`config.mk`:
```
export PLATFORM = sky130hd
export DESIGN_NAME = seg7_scan_decode
export DESIGN_NICKNAME = d
export VERILOG_FILES = /design/src/rtl/seg7_scan_decode.sv
export SDC_FILE = /design/constraint.sdc
export NUM_CORES = 1
export LEC_CHECK = 0
export ABC_AREA = 1
export CORE_UTILIZATION = 40
export CTS_BUF_LIST = sky130_fd_sc_hd__clkbuf_16
export DETAILED_ROUTE_END_ITERATION = 7
export GPL_ROUTABILITY_DRIVEN = 1
export PLACE_DENSITY_LB_ADDON = 0.25
export SYNTH_ARGS = -nofsm -noshare
export SYNTH_HDL_FRONTEND = slang
export SYNTH_SLANG_ARGS = --single-unit
```
`constraint.sdc`:
```
create_clock -name clk -period 10.4 [get_ports clk]
set_input_delay 2.08 -clock clk [delete_from_list [all_inputs] [get_ports clk]]
set_output_delay 2.08 -clock clk [all_outputs]
set_load 0.02 [all_outputs]
```
`src/rtl/seg7_scan_decode.sv`:
```
`default_nettype none
// ============================================================================
// Module      : seg7_scan_decode
// Description : Snoops a multiplexed 7-segment display bus (segment code plus
//               active-low anode select) and rebuilds the hex nibble shown on
//               each digit. A code commits once it has been seen unchanged for
//               STABLE_CYCLES consecutive samples.
//               Optional feature macro: SEG7_DP_CAPTURE_EN (capture the
//               decimal-point bit of each committed sample into dp).
// Revision    : 1.0 - initial release
// ============================================================================
module seg7_scan_decode #(
  parameter int NUM_DIGITS    = 8,
  parameter int STABLE_CYCLES = 4
) (
  input  logic                          clk,
  input  logic                          rst,
  input  logic [7:0]                    seg_code,
  input  logic [NUM_DIGITS-1:0]         an_n,
  output logic [NUM_DIGITS*4-1:0]       digits,
  output logic [NUM_DIGITS-1:0]         dvalid,
  output logic                          upd,
  output logic [$clog2(NUM_DIGITS)-1:0] upd_idx,
  output logic                          code_err,
  output logic                          sel_err,
  output logic [NUM_DIGITS-1:0]         dp
);

  localparam int c_idx_w = $clog2(NUM_DIGITS);
  localparam int c_cnt_w = $clog2(STABLE_CYCLES + 1);
  localparam logic [c_cnt_w-1:0] c_stable = c_cnt_w'(STABLE_CYCLES);

  // Sample stage (S) and the previous sample used for run detection
  logic [NUM_DIGITS-1:0]   an_s_q, an_s_d, an_p_q, an_p_d;
  logic [6:0]              seg_s_q, seg_s_d, seg_p_q, seg_p_d;
  logic [c_cnt_w-1:0]      cnt_q, cnt_d;

  logic [NUM_DIGITS*4-1:0] digits_q, digits_d;
  logic [NUM_DIGITS-1:0]   dvalid_q, dvalid_d;
  logic                    upd_q, upd_d;
  logic [c_idx_w-1:0]      upd_idx_q, upd_idx_d;
  logic                    code_err_q, code_err_d;
  logic                    sel_err_q, sel_err_d;

  // Combinational helpers
  int                      n_low;
  logic [c_idx_w-1:0]      sel_idx;
  logic                    sel_one, sel_multi, same, commit;
  logic [4:0]              dec;

`ifdef SEG7_DP_CAPTURE_EN
  logic                    dp_s_q, dp_s_d;
  logic [NUM_DIGITS-1:0]   dp_q, dp_d;
`else
  logic                    unused_dp_bit;
  assign unused_dp_bit = seg_code[7];
`endif

  // Returns {valid, nibble} for a 7-bit segment pattern
  function automatic logic [4:0] seg_decode(input logic [6:0] code);
    case (code)
      7'h3F: seg_decode = 5'h10;
      7'h06: seg_decode = 5'h11;
      7'h5B: seg_decode = 5'h12;
      7'h4F: seg_decode = 5'h13;
      7'h66: seg_decode = 5'h14;
      7'h6D: seg_decode = 5'h15;
      7'h7D: seg_decode = 5'h16;
      7'h07: seg_decode = 5'h17;
      7'h7F: seg_decode = 5'h18;
      7'h6F: seg_decode = 5'h19;
      7'h77: seg_decode = 5'h1A;
      7'h7C: seg_decode = 5'h1B;
      7'h39: seg_decode = 5'h1C;
      7'h5E: seg_decode = 5'h1D;
      7'h79: seg_decode = 5'h1E;
      7'h71: seg_decode = 5'h1F;
      default: seg_decode = 5'h00;
    endcase
  endfunction

  // Next-state logic: sampling, run counter, commit and error pulses
  always_comb begin
    an_s_d  = an_n;
    seg_s_d = seg_code[6:0];
    an_p_d  = an_s_q;
    seg_p_d = seg_s_q;

    n_low   = 0;
    sel_idx = '0;
    for (int i = 0; i < NUM_DIGITS; i++) begin
      if (!an_s_q[i]) begin
        n_low   = n_low + 1;
        sel_idx = c_idx_w'(i);
      end
    end
    sel_one   = (n_low == 1);
    sel_multi = (n_low > 1);
    same      = (an_s_q == an_p_q) && (seg_s_q == seg_p_q);

    // Blank or multi-select samples break the run
    if (sel_one) begin
      if (same) cnt_d = (cnt_q == c_stable) ? cnt_q : cnt_q + c_cnt_w'(1);
      else      cnt_d = c_cnt_w'(1);
    end else begin
      cnt_d = '0;
    end

    // Commit only on the sample where the count first reaches the threshold
    commit = sel_one && (cnt_d == c_stable) && !(same && (cnt_q == c_stable));
    dec    = seg_decode(seg_s_q);

    digits_d   = digits_q;
    dvalid_d   = dvalid_q;
    upd_d      = 1'b0;
    upd_idx_d  = upd_idx_q;
    code_err_d = 1'b0;
    sel_err_d  = sel_multi;
`ifdef SEG7_DP_CAPTURE_EN
    dp_s_d = seg_code[7];
    dp_d   = dp_q;
`endif

    for (int i = 0; i < NUM_DIGITS; i++) begin
      if (commit && !an_s_q[i]) begin
        if (dec[4]) begin
          digits_d[4*i +: 4] = dec[3:0];
          dvalid_d[i]        = 1'b1;
        end else begin
          dvalid_d[i]        = 1'b0;
        end
`ifdef SEG7_DP_CAPTURE_EN
        dp_d[i] = dp_s_q;
`endif
      end
    end

    if (commit) begin
      if (dec[4]) begin
        upd_d     = 1'b1;
        upd_idx_d = sel_idx;
      end else begin
        code_err_d = 1'b1;
      end
    end
  end

  // State registers with asynchronous reset
  always_ff @(posedge clk or posedge rst) begin
    if (rst) begin
      an_s_q     <= '0;
      seg_s_q    <= '0;
      an_p_q     <= '0;
      seg_p_q    <= '0;
      cnt_q      <= '0;
      digits_q   <= '0;
      dvalid_q   <= '0;
      upd_q      <= 1'b0;
      upd_idx_q  <= '0;
      code_err_q <= 1'b0;
      sel_err_q  <= 1'b0;
`ifdef SEG7_DP_CAPTURE_EN
      dp_s_q     <= 1'b0;
      dp_q       <= '0;
`endif
    end else begin
      an_s_q     <= an_s_d;
      seg_s_q    <= seg_s_d;
      an_p_q     <= an_p_d;
      seg_p_q    <= seg_p_d;
      cnt_q      <= cnt_d;
      digits_q   <= digits_d;
      dvalid_q   <= dvalid_d;
      upd_q      <= upd_d;
      upd_idx_q  <= upd_idx_d;
      code_err_q <= code_err_d;
      sel_err_q  <= sel_err_d;
`ifdef SEG7_DP_CAPTURE_EN
      dp_s_q     <= dp_s_d;
      dp_q       <= dp_d;
`endif
    end
  end

  assign digits   = digits_q;
  assign dvalid   = dvalid_q;
  assign upd      = upd_q;
  assign upd_idx  = upd_idx_q;
  assign code_err = code_err_q;
  assign sel_err  = sel_err_q;
`ifdef SEG7_DP_CAPTURE_EN
  assign dp       = dp_q;
`else
  assign dp       = '0;
`endif

endmodule
`default_nettype wire

```
# Word level (Yosys, flattened, before mapping)
# Cells that the tools add are included.
[totals]
ff_bits = 79
in_bits = 18
out_inout_bits = 54
wordCells = 108
[classes]
add_sub_neg = 8
magnitude_cmp = 1
eq_ne = 21
mux = 23
n_reduce_logical = 30
[ops]
columns = ["op", "n"]
rows = [
  ["adder 32 x 2 -> 32 bit (second input constant)", 7],
  ["2-to-1 mux 32 bit", 7],
  ["equality test 7 bit (second input constant)", 12],
  ["one-hot mux 5 bit (16 select lines)", 1],
  ["equality test 32 x 2 -> 1 bit (second input constant)", 1],
  ["greater-than comparator 32 x 2 -> 1 bit (second input constant)", 1],
  ["2-to-1 mux 3 bit", 9],
  ["AND reduction 2 bit", 9],
  ["equality test 7 x 3 -> 1 bit (second input constant)", 2],
  ["equality test 7 x 6 -> 1 bit (second input constant)", 2],
  ["logical AND 1 bit", 12],
  ["zero test 1 bit", 9],
  ["equality test 8 bit", 1],
  ["equality test 7 bit", 1],
  ["equality test 3 bit (second input constant)", 2],
  ["2-to-1 mux 1 bit", 6],
  ["adder 3 x 1 -> 3 bit (second input constant)", 1],
]

# Logic depth before layout (Yosys ltp)
[depth]
depth_word = 22
depth_mapped = 31
depth_no_buf = 31

# Worst setup path before layout
# No wires, ideal clock.
[synth_path]
path_kind = "register to register"
from = "register an_s_q[1], in the netlist an_p_d[1]"
to = "register upd_idx_q[1], in the netlist upd_idx[1]"
setup_time_ps = 113
arrival_time_ps = 4065
required_time_ps = 10287
setup_slack_ps = 6222
path_stages_with_launch = 28
path_buffers = 0
synth_period_minus_slack_ps = 4178
cell_sequence = "dfrtp_1 inv_1 ha_1 xnor2_1 nand2_1 nand3_1 nand2_1 ha_1 nand2_1 nand2_1 ha_1 nand2_1 nand2_1 ha_1 nand2_1 nand2_1 ha_1 or2_2 nand2_1 inv_1 nor2_1 nand4_4 nor2_8 nand2_2 nor2_4 nand2_1 nand2_1 inv_1"
[synth_via]
elab_chain_cells = 19
elab_cells_between_ends = 24
cone_classes = "add/sub: 6; eq/ne: 3; mux: 9; reduce/logical: 6"
[synth_rtl]
columns = ["item", "line", "source"]
rows = [
  ["from (decl)", "34", "logic [NUM_DIGITS-1:0] an_s_q, an_s_d, an_p_q, an_p_d;"],
  ["from (signal assigned)", "167", "an_s_q <= an_s_d;"],
  ["2-to-1 mux 32 bit", "92", "if (!an_s_q[i]) begin"],
  ["adder 32 x 2 -> 32 bit", "93", "n_low = n_low + 1;"],
  ["2-to-1 mux 32 bit", "92", ""],
  ["adder 32 x 2 -> 32 bit", "93", ""],
  ["2-to-1 mux 32 bit", "92", ""],
  ["adder 32 x 2 -> 32 bit", "93", ""],
  ["2-to-1 mux 32 bit", "92", ""],
  ["adder 32 x 2 -> 32 bit", "93", ""],
  ["[3 not listed]", "--", ""],
  ["adder 32 x 2 -> 32 bit", "93", ""],
  ["2-to-1 mux 32 bit", "92", ""],
  ["equality test 32 x 2 -> 1 bit", "97", "sel_one = (n_low == 1);"],
  ["2-to-1 mux 3 bit (*)", "102", "if (sel_one) begin"],
  ["net cnt_d[2]", "36", "logic [c_cnt_w-1:0] cnt_q, cnt_d;"],
  ["equality test 3 bit (*)", "110", "commit = sel_one && (cnt_d == c_stable) && !(same && (cnt_q == c_stable));"],
  ["logical AND 1 bit (*) (2 in series)", "110", ""],
  ["AND reduction 2 bit (no source line) (*)", "--", ""],
  ["to (signal assigned)", "175", "upd_idx_q <= upd_idx_d;"],
  ["to (decl)", "41", "logic [c_idx_w-1:0] upd_idx_q, upd_idx_d;"],
]
# Mark *: on every way through the listed nets, which the timed path passes. The rest lies on a longest branch.
# A chain may end at the register's enable or synchronous reset.

# Final worst setup path
[layout_path]
from = "register an_s_q[1], in the netlist an_p_d[1]"
to = "register upd_idx_q[0], in the netlist upd_idx[0]"
[layout_via]
elab_chain_cells = 19
elab_cells_between_ends = 31
cone_classes = "add/sub: 6; eq/ne: 3; mux: 16; reduce/logical: 6"
[layout_rtl]
columns = ["item", "line"]
rows = [
  ["2-to-1 mux 32 bit", "92"],
  ["adder 32 x 2 -> 32 bit", "93"],
  ["2-to-1 mux 32 bit", "92"],
  ["adder 32 x 2 -> 32 bit", "93"],
  ["2-to-1 mux 32 bit", "92"],
  ["adder 32 x 2 -> 32 bit", "93"],
  ["2-to-1 mux 32 bit", "92"],
  ["adder 32 x 2 -> 32 bit", "93"],
  ["[2 not listed]", "--"],
  ["2-to-1 mux 32 bit", "92"],
  ["adder 32 x 2 -> 32 bit", "93"],
  ["2-to-1 mux 32 bit", "92"],
  ["equality test 32 x 2 -> 1 bit", "97"],
  ["2-to-1 mux 3 bit", "102"],
  ["equality test 3 bit", "110"],
  ["logical AND 1 bit (2 in series)", "110"],
  ["AND reduction 2 bit (no source line)", "--"],
]
# Parallel ways exist; a longest one is shown, timed or not.

==> flow_summary.ini <==
[run_status]
outcome = completed

[cells_and_area]
utilization_pct = 50.8
drive_above_1_share_pct = 9.12
syn_to_final_growth_pct = 24.1
antenna_cells = 0
nets = 605
final_area_sq_mm = 0.00522

[timing]
worst_slack_ns = 5.37
worst_pin_slew_ns = 1.15
slew_violations = 0
fin_setup_tns_ns = 0
rsz0062_at_grt = no
fin_crit_ns = 5.03
hold_viol = 0
worst_clock_skew_ns = 0.00716
finalSetupViolations = 0
finalCritPeriodShare_pct = 48.4
slew_headroom_pct = 23.0
max_freq_ghz = 0.199

[floorplanning]
die_area_sq_mm = 0.0109
start_util_pct = 40.9
std_cell_rows = 37
die_y_um = 105
core_sq_mm = 0.0103
top_level_ports = 72
die_x_um = 105

[cts]
insertion_delay_ns = 0.33
cts_hold_buf = 0
clockRootBuffer = clkbuf_16
cts_tree = done
clockBufferDepth = 2
htreeDepth = 3
cts.sinks = 79
ctsResizeCount = 0
postCtsSetupBuffers = 0
cts_buffers = 9
clkTransAtPathRegs_ns = 0.06

[critical_path]
arrival_ns = 5.24
cp.required_ns = 10.60
path_max_fanout = 33
max_stage_delay_ns = 0.56
cp-start-kind = flip-flop
crit_slowest_cell = nor2_4
critical_path.most_common_cell = nand2_1
critPathKind = flip-flop to flip-flop
worstSetupEndpointType = flip-flop
regToRegSetupSlack_ns = 5.37

[synthesis]
synth_top_area_cell = dfrtp_1
syn_inst = 513
yosysTopAreaCellShare_pct = 47.0
synth_area_sq_mm = 0.00421
ys_ff_latch = 79
synth_top_flop_cell = dfrtp_1
synth_most_common_cell = nand2_1
synth-edff-count = 0
synthTopCellsByArea = dfrtp_1, nand2_1, inv_1
ys_top_cells_by_count = nand2_1, inv_1, dfrtp_1
yosysSeqAreaShare_pct = 47.0
syn_avg_cell_area_sq_um = 8.20
ys_warn_count = 0
synth-async-reset-ratio_pct = 100
synth_cell_types = 36

[drt]
drt_iter0_drc = 122
drt_wl_total_um = 8960
vias_per_cell = 4.78
ant_nets = 0
drc_errors = 0
vias = 3429
post_drt_wl_per_cell_um = 12.5
dr.pass1.iters = 4

[power]
p_leak_nw = 2.84
power_density_mw_per_mm2 = 144
finalPower_w = 0.000752
ir_drop_mv = 0.0749

[global_routing]
met1_usage_pct = 24.1
top_usage_layer = met2
grt_pass1_vias = 3279
grt_max_degree = 80
grt_pass1_wl_um = 15600
overflow = 0
track_usage_pct = 17.9
met3_usage_pct = 2.74
antenna_found_initial = 0
met2_usage_pct = 29.0

[hold_path]
hp-class = flip-flop to flip-flop

[placement]
hpwlAfterDp_um = 6390
port_buffers = 62
dp_slack_ns = 5.41
placed_cell_area_sq_mm = 0.00491
place_congestion = 0.848

[run]
maxCapViolCount = 0
## sequential cells by signal, indices dropped and copies added, names as in the netlist
| signal | flops |
|---|---|
| an_p_d | 8 |
| an_p_q | 8 |
| cnt_q | 3 |
| code_err | 1 |
| digits | 32 |
| dvalid | 8 |
| seg_p_d | 7 |
| seg_p_q | 7 |
| sel_err | 1 |
| upd | 1 |
| upd_idx | 3 |
## per-stage QoR
stage | std cells | hold slack, ns
after floorplan | 520 | 0.349
after global placement | 702 | 0.454
after detailed placement | 702 | 0.459
after CTS | 717 | 0.475
after global routing | 717 | 0.502
final | 717 | 0.470
## cell usage in the layout, fill, tap and decap left out, drive strengths merged
cell | netlist | routed
nand3 | 25 | 25
bufinv | 0 | 2
and3 | 1 | 1
conb | 1 | 8
nand4 | 39 | 39
nor3b | 1 | 1
ha | 10 | 10
clkdlybuf4s50 | 0 | 62
clkinvlp | 0 | 3
dfrtp | 79 | 79
inv | 100 | 100
a311oi | 1 | 1
nor3 | 10 | 10
a31oi | 1 | 1
xnor2 | 1 | 1
o21bai | 1 | 1
nand2 | 151 | 151
or2 | 5 | 5
clkbuf | 4 | 9
nor2 | 27 | 27
xor2 | 17 | 17
a21oi | 5 | 5
nor4 | 4 | 4
buf | 14 | 2
o21ai | 15 | 15
clkinv | 1 | 2
## routing by layer
metal / wire [um] / part of all wire, % / vias up
met5: 0 / 0 / -
met4: 106 / 1.2 / 0
met3: 350 / 3.9 / 8
met2: 4280 / 48 / 79
met1: 4220 / 47 / 1619
li1: - / - / 1723
## worst max-delay path, delay by kind of cell, from the launching register on
family / cells / cell delay [ns]
DFF: 1 / 0.44
adders and majority gates: 5 / 1.53
buffers and inverters: 2 / 0.35
AOI/OAI and AO/OA: 1 / 0.07
and+or+nand+nor: 19 / 2.51
## where the power goes
group	internal, W	switching (W)
clock	0.000208	0.000124
sequential	0.000315	0.00000952
combinational	0.0000316	0.0000634
total	0.000555	0.000197
## final timing paths
path	start	end	cells after the start
max in group asynchronous	rst	an_p_q[0]$_DFF_PP0_	3
worst max register to register	an_p_d[1]$_DFF_PP0_	upd_idx[0]$_DFFE_PP0P_	27
worst min-delay path	dvalid[6]$_DFFE_PP0P_	dvalid[6]$_DFFE_PP0P_	2
worst min register to register	dvalid[6]$_DFFE_PP0P_	dvalid[6]$_DFFE_PP0P_	2
worst max-delay path	an_p_d[1]$_DFF_PP0_	upd_idx[0]$_DFFE_PP0P_	27
min in group asynchronous	rst	digits[8]$_DFFE_PP0P_	3
## area by class of cell
class | instances | area [sq um]
sequential | 79 | 1980
timing repair buffer | 64 | 636
multi-input combinational | 322 | 1750
inverter | 101 | 379
clock buffer | 9 | 225
clock inverter | 6 | 86.3
tap | 136 | 170
fill | 1005 | 5060
## kinds of logic after synthesis
| family | after synthesis | synth area share, % |
|---|---|---|
| xor gates and xnor gates | 18 | 3.93 |
| and+or+nand+nor | 263 | 30.9 |
| AOI/OAI and AO/OA | 23 | 3.00 |
| DFF | 79 | 47.0 |
| adders and majority gates | 10 | 2.97 |
| other | 1 | 0.0891 |
| buffers and inverters | 119 | 12.1 |
Power figures use the tool's default switching activity.
